## src/rtl/ewma_alarm_fsm_pkg.sv

```systemverilog
// Shared types and defaults for the EWMA jamming-alarm decision stage.
// Limits are in dBm, two's complement.
package ewma_pkg;

    typedef enum logic [1:0] {
        NORMAL  = 2'd0,
        PENDING = 2'd1,
        ALERT   = 2'd2,
        RECOVER = 2'd3
    } alarm_state_e;

    localparam int signed UCL_DEF = -65;
    localparam int signed LCL_DEF = -106;

    function automatic int max_int(input int a, input int b);
        return (a > b) ? a : b;
    endfunction

endpackage

```

## src/rtl/ewma_alarm_fsm_if.sv

```systemverilog
// Sample, limit-configuration and alarm-status bundle between the EWMA filter/CPU side and the alarm FSM.
// master drives samples and limits; slave is the alarm stage.
interface ewma_alarm_fsm_if #(
    parameter int WIDTH = 32,
    parameter int EVT_W = 16
);
    logic             sample_valid;
    logic [WIDTH-1:0] ewma_rssi;
    logic [WIDTH-1:0] ucl;
    logic [WIDTH-1:0] lcl;
    logic             lcl_en;
    logic             clr_events;
    logic             alert;
    logic             alert_high;
    logic             alert_low;
    logic             event_pulse;
    logic [EVT_W-1:0] event_count;
    logic [1:0]       state;

    modport master (
        output sample_valid, ewma_rssi, ucl, lcl, lcl_en, clr_events,
        input  alert, alert_high, alert_low, event_pulse, event_count, state
    );

    modport slave (
        input  sample_valid, ewma_rssi, ucl, lcl, lcl_en, clr_events,
        output alert, alert_high, alert_low, event_pulse, event_count, state
    );
endinterface

```

## src/rtl/ewma_alarm_fsm_run_counter.sv

```systemverilog
// Clearable, loadable up-counter; hit_next flags that the next increment lands on term.
// Used for both the assert and clear debounce runs.
module ewma_run_counter #(
    parameter int W = 4
) (
    input  logic         clk_h,
    input  logic         rst_h,
    input  logic         clr,
    input  logic         load,
    input  logic         inc,
    input  logic [W-1:0] load_val,
    input  logic [W-1:0] term,
    output logic         hit_next
);
    logic [W-1:0] cnt;

    always_ff @(posedge clk_h or negedge rst_h) begin
        if (!rst_h) begin
            cnt <= '0;
        end else if (clr) begin
            cnt <= '0;
        end else if (load) begin
            cnt <= load_val;
        end else if (inc) begin
            cnt <= cnt + W'(1);
        end
    end

    assign hit_next = ((cnt + W'(1)) == term);

endmodule

```

## src/rtl/ewma_alarm_fsm.sv

```systemverilog
// Debounced jamming alarm: signed limit check on filtered RSSI, assert/clear run-lengths,
// registered cause flags, rising-edge pulse and saturating event counter.
module ewma_alarm_fsm
    import ewma_pkg::*;
#(
    parameter int WIDTH      = 32,
    parameter int ASSERT_CNT = 4,
    parameter int CLEAR_CNT  = 8,
    parameter int EVT_W      = 16
) (
    input logic              clk_h,
    input logic              rst_h,
    ewma_alarm_fsm_if.slave  bus
);
    localparam int RUN_W = $clog2(max_int(ASSERT_CNT, CLEAR_CNT) + 1);

    function automatic logic [EVT_W-1:0] sat_inc(input logic [EVT_W-1:0] v);
        return (&v) ? v : v + EVT_W'(1);
    endfunction

    // Stage p0: signed limit comparison of the incoming sample
    logic signed [WIDTH-1:0] rssi_p0, ucl_p0, lcl_p0;
    logic                    vld_p0, high_p0, low_p0, out_p0;

    assign vld_p0  = bus.sample_valid;
    assign rssi_p0 = bus.ewma_rssi;
    assign ucl_p0  = bus.ucl;
    assign lcl_p0  = bus.lcl;
    assign high_p0 = (rssi_p0 > ucl_p0);
    assign low_p0  = bus.lcl_en && (rssi_p0 < lcl_p0);
    assign out_p0  = high_p0 || low_p0;

    alarm_state_e     state_q, state_d;
    logic             run_clr, run_load, run_inc, run_hit;
    logic             enter_alert;
    logic [RUN_W-1:0] run_term;

    assign run_term = (state_q == PENDING) ? RUN_W'(ASSERT_CNT) : RUN_W'(CLEAR_CNT);

    ewma_run_counter #(.W(RUN_W)) u_run (
        .clk_h    (clk_h),
        .rst_h    (rst_h),
        .clr      (run_clr),
        .load     (run_load),
        .inc      (run_inc),
        .load_val (RUN_W'(1)),
        .term     (run_term),
        .hit_next (run_hit)
    );

    always_ff @(posedge clk_h or negedge rst_h) begin
        if (!rst_h) begin
            state_q <= NORMAL;
        end else begin
            state_q <= state_d;
        end
    end

    always_comb begin
        state_d     = state_q;
        run_clr     = 1'b0;
        run_load    = 1'b0;
        run_inc     = 1'b0;
        enter_alert = 1'b0;
        if (vld_p0) begin
            unique case (state_q)
                NORMAL: begin
                    if (out_p0) begin
                        run_load = 1'b1;
                        if (ASSERT_CNT == 1) begin
                            state_d     = ALERT;
                            enter_alert = 1'b1;
                        end else begin
                            state_d = PENDING;
                        end
                    end
                end
                PENDING: begin
                    if (out_p0) begin
                        run_inc = 1'b1;
                        if (run_hit) begin
                            state_d     = ALERT;
                            enter_alert = 1'b1;
                        end
                    end else begin
                        run_clr = 1'b1;
                        state_d = NORMAL;
                    end
                end
                ALERT: begin
                    if (!out_p0) begin
                        run_load = 1'b1;
                        state_d  = (CLEAR_CNT == 1) ? NORMAL : RECOVER;
                    end
                end
                RECOVER: begin
                    if (out_p0) begin
                        run_clr = 1'b1;
                        state_d = ALERT;
                    end else begin
                        run_inc = 1'b1;
                        if (run_hit) begin
                            state_d = NORMAL;
                        end
                    end
                end
                default: state_d = NORMAL;
            endcase
        end
    end

    // Stage p1: registered alarm outputs
    logic             alert_p1, high_p1, low_p1, pulse_p1;
    logic [EVT_W-1:0] count_p1;

    always_ff @(posedge clk_h or negedge rst_h) begin
        if (!rst_h) begin
            alert_p1 <= 1'b0;
            high_p1  <= 1'b0;
            low_p1   <= 1'b0;
            pulse_p1 <= 1'b0;
            count_p1 <= '0;
        end else begin
            pulse_p1 <= enter_alert;
            if (vld_p0) begin
                alert_p1 <= (state_d == ALERT) || (state_d == RECOVER);
                if (state_d == NORMAL) begin
                    high_p1 <= 1'b0;
                    low_p1  <= 1'b0;
                end else if ((state_d == ALERT) && out_p0) begin
                    high_p1 <= high_p0;
                    low_p1  <= low_p0;
                end
            end
            // Clear has priority over a coincident increment
            if (bus.clr_events) begin
                count_p1 <= '0;
            end else if (enter_alert) begin
                count_p1 <= sat_inc(count_p1);
            end
        end
    end

    assign bus.alert       = alert_p1;
    assign bus.alert_high  = high_p1;
    assign bus.alert_low   = low_p1;
    assign bus.event_pulse = pulse_p1;
    assign bus.event_count = count_p1;
    assign bus.state       = state_q;

endmodule

```

## src/flat_wrapper.sv

```systemverilog
// flat-port wrapper written by rule: the top's interface ports become plain ports
module ewma_alarm_fsm_flat import ewma_pkg::*;
#(
    parameter int WIDTH      = 32,
    parameter int ASSERT_CNT = 4,
    parameter int CLEAR_CNT  = 8,
    parameter int EVT_W      = 16
)
  (clk_h, rst_h, bus_sample_valid, bus_ewma_rssi, bus_ucl, bus_lcl, bus_lcl_en, bus_clr_events, bus_alert, bus_alert_high, bus_alert_low, bus_event_pulse, bus_event_count, bus_state);
  ewma_alarm_fsm_if #(.WIDTH(WIDTH), .EVT_W(EVT_W)) bus_i ();
  input logic clk_h;
  input logic rst_h;
  input wire logic [$bits(bus_i.sample_valid)-1:0] bus_sample_valid;
  input wire logic [$bits(bus_i.ewma_rssi)-1:0] bus_ewma_rssi;
  input wire logic [$bits(bus_i.ucl)-1:0] bus_ucl;
  input wire logic [$bits(bus_i.lcl)-1:0] bus_lcl;
  input wire logic [$bits(bus_i.lcl_en)-1:0] bus_lcl_en;
  input wire logic [$bits(bus_i.clr_events)-1:0] bus_clr_events;
  output wire logic [$bits(bus_i.alert)-1:0] bus_alert;
  output wire logic [$bits(bus_i.alert_high)-1:0] bus_alert_high;
  output wire logic [$bits(bus_i.alert_low)-1:0] bus_alert_low;
  output wire logic [$bits(bus_i.event_pulse)-1:0] bus_event_pulse;
  output wire logic [$bits(bus_i.event_count)-1:0] bus_event_count;
  output wire logic [$bits(bus_i.state)-1:0] bus_state;
  assign bus_i.sample_valid = bus_sample_valid;
  assign bus_i.ewma_rssi = bus_ewma_rssi;
  assign bus_i.ucl = bus_ucl;
  assign bus_i.lcl = bus_lcl;
  assign bus_i.lcl_en = bus_lcl_en;
  assign bus_i.clr_events = bus_clr_events;
  assign bus_alert = bus_i.alert;
  assign bus_alert_high = bus_i.alert_high;
  assign bus_alert_low = bus_i.alert_low;
  assign bus_event_pulse = bus_i.event_pulse;
  assign bus_event_count = bus_i.event_count;
  assign bus_state = bus_i.state;
  ewma_alarm_fsm #(.WIDTH(WIDTH), .ASSERT_CNT(ASSERT_CNT), .CLEAR_CNT(CLEAR_CNT), .EVT_W(EVT_W)) u_core (.clk_h(clk_h), .rst_h(rst_h), .bus(bus_i));
endmodule
```

## config.mk

```make
export PLATFORM = sky130hd
export DESIGN_NAME = ewma_alarm_fsm_flat
export DESIGN_NICKNAME = d
export VERILOG_FILES = /design/src/rtl/ewma_alarm_fsm_pkg.sv /design/src/rtl/ewma_alarm_fsm_if.sv /design/src/rtl/ewma_alarm_fsm_run_counter.sv /design/src/rtl/ewma_alarm_fsm.sv /design/src/flat_wrapper.sv
export SDC_FILE = /design/constraint.sdc
export NUM_CORES = 1
export LEC_CHECK = 0
export ABC_AREA = 1
export BUFFER_PORTS_ARGS = -buffer_cell sky130_fd_sc_hd__buf_4
export CORE_AREA = 4 4 109 111
export DETAILED_ROUTE_END_ITERATION = 6
export DIE_AREA = 0 0 113 115
export GPL_TIMING_DRIVEN = 0
export MAX_ROUTING_LAYER = met4
export PLACE_DENSITY = 0.52
export SKIP_CTS_REPAIR_TIMING = 1
export SLEW_MARGIN = 20
export SYNTH_ARGS = -nofsm -noshare
export SYNTH_HDL_FRONTEND = slang
export SYNTH_SLANG_ARGS = --single-unit
export TNS_END_PERCENT = 100
```

## constraint.sdc

```tcl
create_clock -name clk_h -period 2.4 [get_ports clk_h]
set_input_delay 0.72 -clock clk_h [delete_from_list [all_inputs] [get_ports clk_h]]
set_output_delay 0.72 -clock clk_h [all_outputs]
set_load 0.01 [all_outputs]
```

; After elaboration in Yosys (flattened, before gate mapping)
; Index checks and enable logic that the tools add are counted.
[totals]
out_inout_bits = 22
wordCells = 61
input_bits = 101
reg_bits = 26
[classes]
addsub = 2
order_cmp = 2
reduce_logical = 12
n_mux = 31
n_eq_ne = 7
[ops]
columns = operator, n
row1 = $mux W16, 3
row2 = $gt A32 B32 Y1, 1
row3 = $lt A32 B32 Y1, 1
row4 = $add A16 B1 Y16 const B, 1
row5 = $mux W4, 4
row6 = $reduce_and A16 Y1, 1
row7 = $mux W2, 7
row8 = $mux W1, 13
row9 = $eq A2 B2 Y1 const B, 4
row10 = $pmux W2 S4, 1
row11 = $pmux W1 S2, 3
row12 = $add A4 B1 Y4 const B, 1
row13 = $eq A4 B4 Y1, 1
row14 = $logic_not A2 Y1, 2
row15 = $reduce_and A2 Y1, 2
row16 = $reduce_bool A2 Y1, 2
row17 = $reduce_bool A3 Y1, 1
row18 = $eq A2 B1 Y1 const B, 1
row19 = $logic_and A1 B1 Y1, 2
row20 = $logic_or A1 B1 Y1, 2
row21 = $ne A2 B2 Y1 const B, 1

; Longest topological paths before layout
[logic_depth]
word_depth = 11
mapped_depth = 21
mapped_depth_nobuf = 21

; By module
; From an unflattened synthesis, not the netlist that was laid out.
[unflattened]
hier_cells = 519
area_unflattened_um2 = 3372.0
[modules_own_cells]
columns = module, area_per_inst_um2, instances, cells_each
row1 = ewma_alarm_fsm, 3035.4, 1, 461
row2 = ewma_run_counter, 336.6, 1, 58

; Worst setup path after synthesis
; No wires, ideal clock.
[synth_path]
kind = input -> register
start = input bus_ucl[31]
end = register u_core.count_p1[5], in the netlist u_core.bus.event_count[5]
cell_stages = 14
arrival_time_ps = 2324
slack_ps = -42
path_buffers = 1
setup_time_ps = 118
required_ps = 2282
path_cell_list = inv_1 -> ha_1 -> nand2_1 -> nor2_2 -> nand2_2 -> nor4_4 -> nand2_1 -> nand3_1 -> nand3_2 -> nand2_2 -> nand4_4 -> buf_2 -> nand3_1 -> nand2_1
[synth_via]
elab_chain_cells = 7
[synth_lines]
columns = element, line_no
row1 = from (decl), flat_wrapper.sv:15  ; input wire logic [$bits(bus_i.ucl)-1:0] bus_ucl;
row2 = $gt A32 B32 Y1, ewma_alarm_fsm.sv:29  ; assign high_p0 = (rssi_p0 > ucl_p0);
row3 = $logic_or A1 B1 Y1, ewma_alarm_fsm.sv:31  ; assign out_p0 = high_p0 || low_p0;
row4 = $mux W1, ewma_alarm_fsm.sv:79  ; if (out_p0) begin
row5 = $mux W1, ewma_alarm_fsm.sv:66  ; unique case (state_q)
row6 = $mux W1, ewma_alarm_fsm.sv:65  ; if (vld_p0) begin
row7 = $reduce_bool A2 Y1 (no line), -
row8 = $reduce_and A2 Y1 (no line), -
row9 = to (signal assigned), ewma_alarm_fsm.sv:139  ; count_p1 <= sat_inc(count_p1);
row10 = to (decl), ewma_alarm_fsm.sv:114  ; logic [EVT_W-1:0] count_p1;
; No other way between the ends.
; A chain may end at the register's enable or synchronous reset.

; Final worst setup path
[layout_path]
start = input bus_ewma_rssi[19]
end = register u_core.count_p1[6], in the netlist u_core.bus.event_count[6]
[layout_via]
elab_chain_cells = 8
word_cells_on_any_way = 9
[layout_lines]
columns = element, line_no
row1 = from (decl), flat_wrapper.sv:14  ; input wire logic [$bits(bus_i.ewma_rssi)-1:0] bus_ewma_rssi;
row2 = $lt A32 B32 Y1, ewma_alarm_fsm.sv:30  ; assign low_p0 = bus.lcl_en && (rssi_p0 < lcl_p0);
row3 = $logic_and A1 B1 Y1, ewma_alarm_fsm.sv:30
row4 = $logic_or A1 B1 Y1 *, ewma_alarm_fsm.sv:31
row5 = $mux W1 *, ewma_alarm_fsm.sv:79
row6 = $mux W1 *, ewma_alarm_fsm.sv:66
row7 = $mux W1 *, ewma_alarm_fsm.sv:65
row8 = $reduce_bool A2 Y1 (no line) *, -
row9 = $reduce_and A2 Y1 (no line) *, -
; Mark *: on every way between the ends. The rest lies on a longest branch, timed or not.

==> results.json <==
{
  "postRouteAntennaNets": 0,
  "multi_input_combinational_cell_area_um2": 2670,
  "grt_pass1_vias": 3293,
  "cp_common_cell": "nand2_1",
  "inserted_clock_buffers": 3,
  "die_w_um": 113,
  "critical_path.max_stage_delay_ps": 280,
  "failing_checks": "negative setup slack",
  "mostFrequentLayoutCell": "buf_4",
  "fp.dieArea_um2": 13000,
  "final_setup_violation_count": 10,
  "overall_routed_net_length_mm": 9.50,
  "worstPathBufferInverterCount": 2,
  "final_max_slew_viol_count": 0,
  "reg2reg_depth": 11,
  "synth-simple-area-share": 0.307,
  "critPathArrivalTime_ps": 2660,
  "post-route-util": 0.466,
  "post_synthesis_share_of_cell_area_spent_on_full_adders_half_adders_and_majority_gates": 0.252,
  "final_layout_size_suffix_gt1_frac": 0.377,
  "max_cap_viol_count": 0,
  "layout_worst_path_cycle_share": 1.01,
  "final.fill_count": 1107,
  "worst_skew_pair.late_latency_ps": 280,
  "first_iter_violations": 119,
  "ys_seq_elements": 26,
  "rows": 38,
  "yosysTopAreaCellShare": 0.252,
  "floorplan.io_pins": 123,
  "layout-area-overhead-vs-synth_pct": 55.8,
  "slew_headroom": 0.630,
  "path_max_fanout": 5,
  "synth_top_family_by_area": "simple AND/OR/NAND/NOR gates",
  "drcViolationCount": 0,
  "cell_by_cell_trace_of_the_critical_path": "buf_4, ha_1, a21oi_1, o21ai_0, nand2_1, nand3_2, a21oi_2, nand2_1, nand2_2, nand3_4, nand2_4, nand4_4, nand2_4, clkbuf_16, nand2_2, nand2_1",
  "grt_first_pass_wirelength_mm": 14.9,
  "antenna_found_initial": 0,
  "overflow": 0,
  "crit_path_launch_type": "primary input",
  "timing.fmax_mhz": 412,
  "yosysTopAreaCell": "ha_1",
  "route.detailed.vias_per_inst": 4.52,
  "global_route.usage.total": 0.140,
  "fin_setup_tns_ps": -172,
  "final.min_clock_period_ps": 2430,
  "most-common-layout-cells": "121 x buf_4, 87 x nand2_1, 82 x inv_1, 45 x ha_1, 36 x nor2_1",
  "total_leakage_power_nw": 2.69,
  "gp_congestion": 0.839,
  "detailed_place.area_um2": 4320,
  "cts_max_level": 1,
  "synth_xor_xnor_area_share": 0.0326,
  "finalWorstSetupSlack_ps": -30.0,
  "synth_seq_area_share": 0.202,
  "power-per-cell-area_nw_per_um2": 315,
  "timing.critical_path.max_delay_family": "simple AND/OR/NAND/NOR gates",
  "synthesis.instances": 477,
  "worstSetupStartpoint": "bus_ewma_rssi[19]",
  "worst_path_required_time_ps": 2630,
  "synthMuxAreaShare": 0,
  "final-hold-violation-count": 0,
  "ys.warnings.count": 0,
  "crit_cells": 16,
  "initial_utilization": 0.299,
  "clock_sinks": 26,
  "synth-compound-area-share": 0.0880,
  "tritoncts_clock_tree": "built",
  "placement.io_buffers": 121,
  "critical_path.endpoint_type": "flip-flop",
  "die_height_um": 115,
  "crit_slowest_cell": "ha_1",
  "synth.top_cells.by_area": "ha_1 25%, dfrtp_1 20%, nand2_1 13%",
  "post_synth.cell_area_avg_um2": 6.76,
  "drt_pre_antenna_iters": 4,
  "run_status": "finished with violations",
  "seq_area_um2": 651,
  "finClkSkew_ps": 3.59,
  "worstSetupPathType": "primary input to flip-flop",
  "clk_slew_on_worst_s_h_paths_ps": 100,
  "clk_root_buffer_cell": "clkbuf_8",
  "vdd_drop_max_mv": 0.308,
  "final.hold.worst_slack_ps": 335,
  "clock_tree.buffer_depth": 2,
  "critical_path.reg2reg.startpoint": "u_core.u_run.cnt[0]",
  "fp.coreArea_um2": 10800,
  "worst_slew_pin_slew_ps": 554,
  "min-delay-path-class": "primary input to asynchronous set/reset pin",
  "yosysUniqueCellTypes": 31,
  "insertedDiodeCount": 0,
  "grt_setup_unrepaired": "true",
  "synth.net_count": 643,
  "fin_area_um2": 5030,
  "routed_wire_length_per_instance_um": 12.6,
  "post_synth_instance_area_um2": 3230,
  "detailed_place_hpwl_mm": 7.68,
  "grt_start_max_net_pins": 27,
  "routed-via-count": 3402,
  "finish.net_count": 780
}
## path summary, 6_finish.rpt
path	to	slack, ps
max in group asynchronous	u_core.bus.alert	1810
max reg2reg	u_core.bus.event_count[6]	160
min in group clk_h	u_core.bus.alert_low	490
min	u_core.bus.event_count[2]	330
max	u_core.bus.event_count[6]	-30
min reg2reg	u_core.bus.alert_low	490
## cells by family after synthesis
family / after synthesis
compound gates: 52
xor+xnor: 12
fa+ha+maj: 65
buf+inv: 99
flops: 26
simple gates: 223
## layer usage
layer,share of wire,GRT usage,vias up
li1,-,-,1810
met1,0.46,0.180,1512
met2,0.50,0.246,78
met3,0.044,0.0174,2
met4,0.0019,0.00801,0
met5,0,-,-
## stage by stage
stage	total power [W]	worst slack, ps	instances
2_1_floorplan	0.000800	5.09	477
3_3_place_gp	0.00104	-413	738
3_5_place_dp	0.00105	-437	738
4_1_cts	0.00144	-144	742
5_1_grt	0.00170	-206	753
6_report	0.00158	-30.0	753
## layout make-up
class	instances	share of cell area
plain buffers	5	0.00772
clock buffers	3	0.00821
clock inverters	1	0.00597
inverters	94	0.0717
multi-input cells	352	0.530
flip-flops and latches	26	0.129
well taps	140	0.0348
repair buffers	132	0.212
## registers in the layout, indices dropped and copies added (netlist names)
signal,count
u_core.u_run.cnt,4
u_core.bus.alert_high,1
u_core.bus.alert_low,1
u_core.bus.event_pulse,1
u_core.bus.state,2
u_core.bus.event_count,16
u_core.bus.alert,1
## cells in the mapped netlist, drive strengths merged
cell     number
xor2          8
a211o         1
buf           3
o21bai        1
nor2         42
o21a          4
ha           65
nor3b         2
a21oi        33
nand3b        1
o2111ai       1
nand2       119
nand4        11
nand3        33
clkinv        1
dfrtp        26
xnor2         4
a311oi        1
inv          93
nor3         12
o21ai        11
clkbuf        2
nor4          3
## power breakdown
group	internal (W)	switching [W]
Sequential	0.000468	0.0000291
Clock	0.000224	0.000158
Combinational	0.000357	0.000347
Total	0.00105	0.000534
Note: power is estimated with default switching activity, not from simulation.
